### config.mk
export PLATFORM = sky130hd
export DESIGN_NAME = idli_urx_fifo_m_flat
export DESIGN_NICKNAME = d
export VERILOG_FILES = /design/src/rtl/idli_pkg.sv /design/src/rtl/idli_urx_fifo_m_if.sv /design/src/rtl/idli_urxf_fifo_m.sv /design/src/rtl/idli_urx_fifo_m.sv /design/src/flat_wrapper.sv
export SDC_FILE = /design/constraint.sdc
export NUM_CORES = 1
export LEC_CHECK = 0
export CAP_MARGIN = 20
export CORE_MARGIN = 2
export CORE_UTILIZATION = 55
export CTS_BUF_LIST = sky130_fd_sc_hd__clkbuf_2 sky130_fd_sc_hd__clkbuf_4 sky130_fd_sc_hd__clkbuf_8
export CTS_CLUSTER_SIZE = 30
export DETAILED_ROUTE_END_ITERATION = 10
export GPL_ROUTABILITY_DRIVEN = 0
export GPL_TIMING_DRIVEN = 0
export MAX_ROUTING_LAYER = met4
export PLACE_DENSITY = 0.84
export SYNTH_ARGS = -nofsm -noshare
export SYNTH_HDL_FRONTEND = slang
export SYNTH_SLANG_ARGS = --single-unit
### constraint.sdc
create_clock -name i_urxf_gck -period 4.3 [get_ports i_urxf_gck]
set_input_delay 0.86 -clock i_urxf_gck [delete_from_list [all_inputs] [get_ports i_urxf_gck]]
set_output_delay 0.86 -clock i_urxf_gck [all_outputs]
set_load 0.03 [all_outputs]
### src/rtl/idli_pkg.sv
// Shared types for the idli UART receive FIFO.
// Slice/counter types, receiver states and the debug probe bundle.
package idli_pkg;

  localparam int URX_WORD_BITS = 16;

  typedef logic [1:0] ctr_t;
  typedef logic [3:0] slice_t;

  typedef enum logic [1:0] {
    URXF_IDLE = 2'd0,
    URXF_DATA = 2'd1,
    URXF_STOP = 2'd2
  } urxf_state_t;

  typedef struct packed {
    urxf_state_t state;
    logic [3:0]  bit_cnt;
    logic [1:0]  frame_idx;
    logic [7:0]  level;
  } urxf_debug_t;

endpackage

### src/rtl/idli_urx_fifo_m_if.sv
// EX-side slice handshake of the UART receive FIFO.
// EX drives the sync counter and accept; the receiver returns slice/valid.
interface idli_urx_fifo_m_if;
  import idli_pkg::*;

  ctr_t   urxf_ctr;
  logic   urxf_acp;
  slice_t urxf_data;
  logic   urxf_vld;

  modport master (
    output urxf_ctr,
    output urxf_acp,
    input  urxf_data,
    input  urxf_vld
  );

  modport slave (
    input  urxf_ctr,
    input  urxf_acp,
    output urxf_data,
    output urxf_vld
  );

endinterface

### src/rtl/idli_urxf_fifo_m.sv
// Generic DEPTH x W FIFO with wrap-bit pointers and combinational head.
// Callers only push when accepted and only pop when non-empty.
module idli_urxf_fifo_m #(
  parameter  int unsigned DEPTH = 2,
  parameter  int unsigned W     = 16,
  localparam int unsigned AW    = $clog2(DEPTH)
) (
  input  logic         clk_i,
  input  logic         rst_i,
  input  logic         push_i,
  input  logic         pop_i,
  input  logic [W-1:0] wdata_i,
  output logic [W-1:0] rdata_o,
  output logic         full_o,
  output logic         empty_o,
  output logic [AW:0]  level_o
);

  logic [W-1:0] mem_q [DEPTH];
  logic [AW:0]  wp_q;
  logic [AW:0]  rp_q;

  always_ff @(posedge clk_i or posedge rst_i) begin
    if (rst_i) begin
      wp_q <= '0;
      rp_q <= '0;
    end else begin
      if (push_i) wp_q <= wp_q + 1'b1;
      if (pop_i)  rp_q <= rp_q + 1'b1;
    end
  end

  // Storage needs no reset: the head is masked while empty.
  always_ff @(posedge clk_i) begin
    if (push_i) mem_q[wp_q[AW-1:0]] <= wdata_i;
  end

  assign rdata_o = mem_q[rp_q[AW-1:0]];
  assign empty_o = (wp_q == rp_q);
  assign full_o  = (wp_q[AW] != rp_q[AW]) &&
                   (wp_q[AW-1:0] == rp_q[AW-1:0]);
  assign level_o = wp_q - rp_q;

endmodule

### src/rtl/idli_urx_fifo_m.sv
// UART receiver: frames -> 16b words -> FIFO, head shown one slice per GCK.
// The line cannot be back-pressured, so a word arriving when full is dropped.
module idli_urx_fifo_m
  import idli_pkg::*;
#(
  parameter int unsigned FRAME_BITS = 8,
  parameter int unsigned DEPTH      = 2,
  parameter bit          STOP_EN    = 1'b1
) (
  input  logic               i_urxf_gck,
  input  logic               i_urxf_rst,
  idli_urx_fifo_m_if.slave   urxf_ex,
  input  logic               i_urxf_clr,
  input  logic               i_urxf_data,
  output logic               o_urxf_ovf,
  output logic               o_urxf_ferr,
  output urxf_debug_t        o_urxf_debug
);

  localparam int unsigned AW = $clog2(DEPTH);
  localparam logic [1:0] FRM_LAST =
    2'(URX_WORD_BITS / FRAME_BITS - 1);
  localparam logic [3:0] BIT_LAST = 4'(FRAME_BITS - 1);

  urxf_state_t state_q, state_d;
  logic [3:0]  bit_q, bit_d;
  logic [1:0]  frm_q, frm_d;
  logic [15:0] asm_q, asm_d;
  logic        ovf_q, ferr_q;

  logic        push_req;
  logic        frame_done;
  logic        ferr_set;
  logic [3:0]  pos;

  logic        push_ok;
  logic        pop;
  logic        full;
  logic        empty;
  logic [15:0] head;
  logic [AW:0] lvl;

  assign pos = 4'(frm_q) * 4'(FRAME_BITS) + bit_q;

  always_comb begin
    state_d    = state_q;
    bit_d      = bit_q;
    frm_d      = frm_q;
    asm_d      = asm_q;
    frame_done = 1'b0;
    ferr_set   = 1'b0;
    push_req   = 1'b0;
    unique case (state_q)
      URXF_IDLE: begin
        if (!i_urxf_data) begin
          state_d = URXF_DATA;
          bit_d   = '0;
        end
      end
      URXF_DATA: begin
        asm_d[pos] = i_urxf_data;
        bit_d      = bit_q + 1'b1;
        if (bit_q == BIT_LAST) begin
          bit_d = '0;
          if (STOP_EN) begin
            state_d = URXF_STOP;
          end else begin
            state_d    = URXF_IDLE;
            frame_done = 1'b1;
          end
        end
      end
      URXF_STOP: begin
        state_d = URXF_IDLE;
        if (i_urxf_data) begin
          frame_done = 1'b1;
        end else begin
          ferr_set = 1'b1;
          frm_d    = '0;
        end
      end
      default: state_d = URXF_IDLE;
    endcase
    if (frame_done) begin
      if (frm_q == FRM_LAST) begin
        frm_d    = '0;
        push_req = 1'b1;
      end else begin
        frm_d = frm_q + 1'b1;
      end
    end
  end

  assign pop     = !empty && urxf_ex.urxf_acp &&
                   (urxf_ex.urxf_ctr == 2'd3);
  assign push_ok = push_req && (!full || pop);

  always_ff @(posedge i_urxf_gck or posedge i_urxf_rst) begin
    if (i_urxf_rst) begin
      state_q <= URXF_IDLE;
      bit_q   <= '0;
      frm_q   <= '0;
      asm_q   <= '0;
      ovf_q   <= 1'b0;
      ferr_q  <= 1'b0;
    end else begin
      state_q <= state_d;
      bit_q   <= bit_d;
      frm_q   <= frm_d;
      asm_q   <= asm_d;
      // A set event in the clearing cycle still wins.
      ovf_q   <= (push_req && !push_ok) ||
                 (ovf_q && !i_urxf_clr);
      ferr_q  <= ferr_set || (ferr_q && !i_urxf_clr);
    end
  end

  idli_urxf_fifo_m #(
    .DEPTH (DEPTH),
    .W     (URX_WORD_BITS)
  ) u_fifo (
    .clk_i   (i_urxf_gck),
    .rst_i   (i_urxf_rst),
    .push_i  (push_ok),
    .pop_i   (pop),
    .wdata_i (asm_d),
    .rdata_o (head),
    .full_o  (full),
    .empty_o (empty),
    .level_o (lvl)
  );

  assign urxf_ex.urxf_vld  = !empty;
  assign urxf_ex.urxf_data = empty ? '0 :
                             head[4*urxf_ex.urxf_ctr +: 4];

  assign o_urxf_ovf  = ovf_q;
  assign o_urxf_ferr = ferr_q;

  assign o_urxf_debug = '{
    state:     state_q,
    bit_cnt:   bit_q,
    frame_idx: frm_q,
    level:     8'(lvl)
  };

endmodule
### src/flat_wrapper.sv
// flat-port wrapper written by rule: the top's interface ports become plain ports
module idli_urx_fifo_m_flat import idli_pkg::*;
#(
  parameter int unsigned FRAME_BITS = 8,
  parameter int unsigned DEPTH      = 2,
  parameter bit          STOP_EN    = 1'b1
)
  (i_urxf_gck, i_urxf_rst, i_urxf_clr, i_urxf_data, o_urxf_ovf, o_urxf_ferr, o_urxf_debug, urxf_ex_urxf_ctr, urxf_ex_urxf_acp, urxf_ex_urxf_data, urxf_ex_urxf_vld);
  idli_urx_fifo_m_if urxf_ex_i ();
  input  logic i_urxf_gck;
  input  logic i_urxf_rst;
  input  logic i_urxf_clr;
  input  logic i_urxf_data;
  output logic o_urxf_ovf;
  output logic o_urxf_ferr;
  output urxf_debug_t o_urxf_debug;
  input wire logic [$bits(urxf_ex_i.urxf_ctr)-1:0] urxf_ex_urxf_ctr;
  input wire logic [$bits(urxf_ex_i.urxf_acp)-1:0] urxf_ex_urxf_acp;
  output wire logic [$bits(urxf_ex_i.urxf_data)-1:0] urxf_ex_urxf_data;
  output wire logic [$bits(urxf_ex_i.urxf_vld)-1:0] urxf_ex_urxf_vld;
  assign urxf_ex_i.urxf_ctr = urxf_ex_urxf_ctr;
  assign urxf_ex_i.urxf_acp = urxf_ex_urxf_acp;
  assign urxf_ex_urxf_data = urxf_ex_i.urxf_data;
  assign urxf_ex_urxf_vld = urxf_ex_i.urxf_vld;
  idli_urx_fifo_m #(.FRAME_BITS(FRAME_BITS), .DEPTH(DEPTH), .STOP_EN(STOP_EN)) u_core (.i_urxf_gck(i_urxf_gck), .i_urxf_rst(i_urxf_rst), .urxf_ex(urxf_ex_i), .i_urxf_clr(i_urxf_clr), .i_urxf_data(i_urxf_data), .o_urxf_ovf(o_urxf_ovf), .o_urxf_ferr(o_urxf_ferr), .o_urxf_debug(o_urxf_debug));
endmodule
After elaboration in Yosys (flattened, before gate mapping) --
Memories as Yosys holds them, arrays and structs flattened. Index checks and enable logic that the tools add are counted.
Cells by class: add/sub/neg operators 6, $lt $le $gt $ge 2, equality and inequality tests 11, shift-type cells 1, muxes and demuxes 23, reduce and logical (&&, ||, !) cells 21
Operators with widths (count):
- $bwmux W16 | 1
- $mux W16 | 1
- $shiftx A16 B5 Y4 | 1
- $mux W2 | 6
- $mux W4 | 3
- $mux W1 | 9
- $logic_and A1 B1 Y1 | 8
- $pmux W4 S2 | 1
- $add A2 B1 Y2 const B | 3
- $reduce_and A2 Y1 | 3
- $lt A4 B5 Y1 const B | 1
- $add A4 B1 Y4 const B | 1
- $add A4 B4 Y4 | 1
- $demux W1 S4 | 1
- $eq A2 B1 Y1 const B | 2
- $eq A2 B2 Y1 const B | 2
- $eq A4 B3 Y1 const B | 1
- $ge A4 B1 Y1 const B | 1
- $logic_not A1 Y1 | 4
- $ne A2 B1 Y1 const B | 2
- $pmux W2 S2 | 1
- $reduce_bool A2 Y1 | 2
- $logic_or A1 B1 Y1 | 3
- $eq A2 B2 Y1 | 1
- 5 further kinds | 5
Word-level totals: flip-flop bits (word level) 30, memory bits (writable) 32, input bits 7, output and inout port bits 23, memories kept 1
Memory list:
- u_core.u_fifo.mem_q | words 2, width 16, rd ports 1, clocked after Yosys merged registers in 0, write ports 1, RTL line idli_urxf_fifo_m.sv:19 | logic [W-1:0] mem_q [DEPTH];

Logic depth before layout (Yosys ltp) --
Gate-level depths: netlist (run 1).
depth in word-level cells 9, gate-level depth with buffers 7, gate-level depth less buffers 6

Cells and area by module --
A second synthesis (run 1) with hierarchy kept.
Second synthesis, totals: cells, all modules 196, area total of the unflattened synthesis 2859.0 um2
Modules (own cells, without submodules):
- idli_urx_fifo_m | times used 1, cells each 127, area an instance 1453.9 um2, seq. area each 650.6 um2
- idli_urxf_fifo_m | times used 1, cells each 69, area an instance 1405.1 um2, seq. area each 1061.0 um2

Least setup slack after synthesis (run 1) --
No wires, ideal clock.
path type in2out, start point input urxf_ex_urxf_ctr[0], end point output urxf_ex_urxf_data[1], arrival time 2.090 ns, required time 3.440 ns, slack 1.350 ns, stages on the path 5, path through buf_4 buf_4 mux2i_1 a221o_1 a221oi_2
Between the ends: cells in the longest elaborated chain, start to end 2
RTL lines:
- start, declared | RTL line flat_wrapper.sv:17 | input wire logic [$bits(urxf_ex_i.urxf_ctr)-1:0] urxf_ex_urxf_ctr;
- $shiftx A16 B5 Y4 | RTL line idli_urx_fifo_m.sv:135 | head[4*urxf_ex.urxf_ctr +: 4];
- $mux W4 | RTL line idli_urx_fifo_m.sv:134 | assign urxf_ex.urxf_data = empty ? '0 :
- end, declared | RTL line flat_wrapper.sv:19 | output wire logic [$bits(urxf_ex_i.urxf_data)-1:0] urxf_ex_urxf_data;
No other way between the ends.

Worst setup path in the final report (run 1) --
start point input urxf_ex_urxf_ctr[1], end point output urxf_ex_urxf_data[3]
The elaborated chain is that of the path after synthesis.

==> results of run 1 <==
==> cell usage in the layout (no fill, tap or decap), types with 3 or more instances in the layout <==
master	instances
nand2_1	13
a221o_1	4
inv_1	7
clkbuf_8	9
mux2i_1	17
nand2b_1	4
a221oi_2	4
xnor2_1	4
buf_4	8
dfrtp_1	30
bufinv_16	3
clkbuf_1	3
ha_1	5
buf_6	3
nor2_1	19
nor2b_1	4
mux2_1	15
o21ai_0	5
clkdlybuf4s50_1	22
edfxtp_1	32
conb_1	6
==> sequential cells by signal, summed over array words and instances, names as in the netlist <==
signal / count
u_core.u_fifo.wp_q: 2
u_core.state_q: 2
u_core.u_fifo.mem_q: 32
u_core.o_urxf_ferr: 1
u_core.frm_q: 2
u_core.u_fifo.rp_q: 2
u_core.asm_q: 16
u_core.bit_q: 4
u_core.o_urxf_ovf: 1
==> worst min path at each step <==
stage,startpoint,endpoint,cells after the start
after floorplan,u_core.asm_q[12],u_core.asm_q[12],1
after global placement,u_core.o_urxf_ferr,u_core.o_urxf_ferr,1
after detailed placement,u_core.o_urxf_ferr,u_core.o_urxf_ferr,1
after CTS,u_core.o_urxf_ferr,u_core.o_urxf_ferr,1
after global routing,u_core.o_urxf_ferr,u_core.o_urxf_ferr,1
final,u_core.o_urxf_ferr,u_core.o_urxf_ferr,1
==> cell type report <==
class / instances / area, sq um / area share
Tap cell: 67 / 83.8 / 0.0247
Timing Repair Buffer: 25 / 270 / 0.0796
Inverter: 8 / 30.0 / 0.00885
Sequential cell: 62 / 1710 / 0.504
Clock inverter: 5 / 98.8 / 0.0291
Multi-Input combinational cell: 128 / 972 / 0.287
Buffer: 13 / 87.6 / 0.0258
Clock buffer: 11 / 139 / 0.0409
==> report_power, final <==
part	total [uW]	switching (uW)	internal [uW]	leakage [uW]
Sequential	857	67.7	789	0.000665
Clock	608	213	395	0.000122
Combinational	826	492	333	0.000637
Total	2290	773	1520	0.00142
==> layer usage <==
metal | routed length, um | vias up | share of wire | track usage
met2 | 2370 | 62 | 0.48 | 0.320
met1 | 2230 | 833 | 0.45 | 0.264
met5 | 0 | - | 0 | -
met4 | 101 | 0 | 0.020 | 0.103
met3 | 229 | 11 | 0.046 | 0.0348
li1 | - | 811 | - | -
==> worst max-delay path, delay by kind of cell <==
| kind | cells | cell delay, ns |
|---|---|---|
| and+or+nand+nor | 1 | 0.12 |
| AOI/OAI and AO/OA | 2 | 0.56 |
| buffers and inverters | 2 | 1.25 |
==> through the flow <==
step / total power, uW / cell area, sq um / setup WS, ns / utilization / hold slack (ns)
floorplan: 1410 / 2790 / 1.35 / - / 0.466
global placement: 1650 / 3100 / 0.473 / 0.647 / 0.473
detailed placement: 1680 / 3160 / 0.657 / 0.659 / 0.480
CTS: 2300 / 3390 / 0.648 / 0.709 / 0.495
global route: 2410 / 3390 / 0.573 / 0.709 / 0.500
finish: 2290 / 3390 / 0.652 / 0.709 / 0.490
==> cell families (layout without fill, tap and decap cells) <==
family / after synthesis / in the layout / share of synthesized area
and+or+nand+nor: 56 / 56 / 0.100
adders and majority gates: 5 / 5 / 0.0226
other: 1 / 6 / 0.00135
buffers and inverters: 21 / 62 / 0.0424
xor gates and xnor gates: 6 / 6 / 0.0190
DFF: 62 / 62 / 0.617
muxes: 33 / 33 / 0.126
AOI/OAI and AO/OA: 22 / 22 / 0.0709
==> results.toml, run 1 <==
[die]
io_pins = 30
die-area_sq_um = 5630
rows = 25
core_sq_um = 4790
dieWidth_um = 75
fp.dieH_um = 75
initial_utilization = 0.579

[clocking]
ctsRootBufferMaster = "clkbuf_8"
cts_buffer_depth = 2
insertion_delay_ns = 0.33
cts.reportedPaths.clkPinSlew_ns = 0.06
cts_tree = "built"
cts-buffers-inserted = 9
clock_sinks = 62
ctsResizeCount = 0
cts_setup_buffers = 0
ctsHoldBuffers = 0
htree_levels = 3

[drt]
drt_iter0_drc = 69
detail_route.wl_per_cell_um = 15.5
drc = 0
wirelength_um = 4940
ant_nets = 0
dr.pass1.iters = 4
routed_via_density = 5.38
vias = 1717

[synth]
async_flop_share = 0.484
synth-edff-count = 32
synthTopCellsByArea = "edfxtp_1, dfrtp_1, mux2i_1"
seq_area_frac_synth = 0.617
synth_area_per_cell_sq_um = 13.5
synth.most_common_cell = "edfxtp_1"
netlist_instances = 206
synth_area_leader_cell = "edfxtp_1"
ys_ff_latch = 62
synth_cell_type_count = 40
synth_top_cells_by_count = "edfxtp_1, dfrtp_1, nor2_1"
synth.top_cell.area_share = 0.347
synth-warning-count = 0
netlist_area_sq_um = 2770
yosys_most_used_dff = "edfxtp_1"

[global_routing]
overflow = 0
grt_pass1_wl_um = 8040
antenna_found_initial = 0
grt_pass1_vias = 1661
grt_start_max_net_pins = 20
grt_usage = 0.206

[timing]
final-setup-viol-count = 0
period_needed_ns = 3.65
max_clock_freq_ghz = 0.274
fin_skew_ns = 0.00696
worstMarginPinSlew_ns = 0.541
grt_setup_unrepaired = "false"
finalMaxSlewViolations = 0
final_hold_viol_count = 0
slew_headroom = 0.639
period_share = 0.848
finalSetupTns_ns = 0

[critical_path]
setup.worst_path.end_class = "output port"
cpMaxStageDelayCell = "clkdlybuf4s50_1"
crit_path_frequent_cell = "clkdlybuf4s50_1"
cp.required_ns = 3.44
rr_endpoint = "u_core.u_fifo.mem_q[0][9]"
worstPathArrival_ns = 2.79
crit_start = "urxf_ex_urxf_ctr[1]"
path_cells = "clkdlybuf4s50_1, nor2_1, a221o_1, a221oi_2, clkdlybuf4s50_1"
reg2reg_from = "u_core.u_fifo.wp_q[0]"
worstSetupPathType = "input port to output port"
endpoint = "urxf_ex_urxf_data[3]"
critPathLaunchType = "input port"
path_max_fanout = 5
r2r_slack_ns = 2.34
r2r_cells = 6
worst_path_largest_cell_delay_ns = 0.71

[placed_design]
dpl.hpwl_um = 3470
numPortBuffers = 22
dp_cells = 303

[cells_and_area]
num-fill-cells = 319
diodes = 0
drive_gt1_frac = 0.151
syn2layout_area_growth_pct = 22.4
instances_no_fill = 319
nets = 259

[power_and_ir_drop]
p_leak_uw = 0.00142
powerDensity_nw_per_um2 = 675
ir_drop_v = 0.000483

[min_path]
worstHoldPathType = "flip-flop to flip-flop"

[run_status]
status = "finished, final reports clean"

[run]
drv_cap = 0
Note: power is estimated with default switching activity, not from simulation.
==> inputs of run 2 (changes only) <==
==> constraint.sdc (replaced) <==
create_clock -name i_urxf_gck -period 3.65 [get_ports i_urxf_gck]
set_input_delay 0.73 -clock i_urxf_gck [delete_from_list [all_inputs] [get_ports i_urxf_gck]]
set_output_delay 0.73 -clock i_urxf_gck [all_outputs]
set_load 0.03 [all_outputs]
==> results of run 2 <==
The final DEF is identical to that of run 1. Status: finished, final reports clean.
Among the figures that moved: setup slack after placement 0.657 ns -> 0.267 ns; setup slack after layout 0.652 ns -> 0.262 ns; register-to-register setup slack 2.34 ns -> 1.69 ns; total power 2290 uW -> 2700 uW; worst IR drop on VDD 0.000483 V -> 0.000569 V
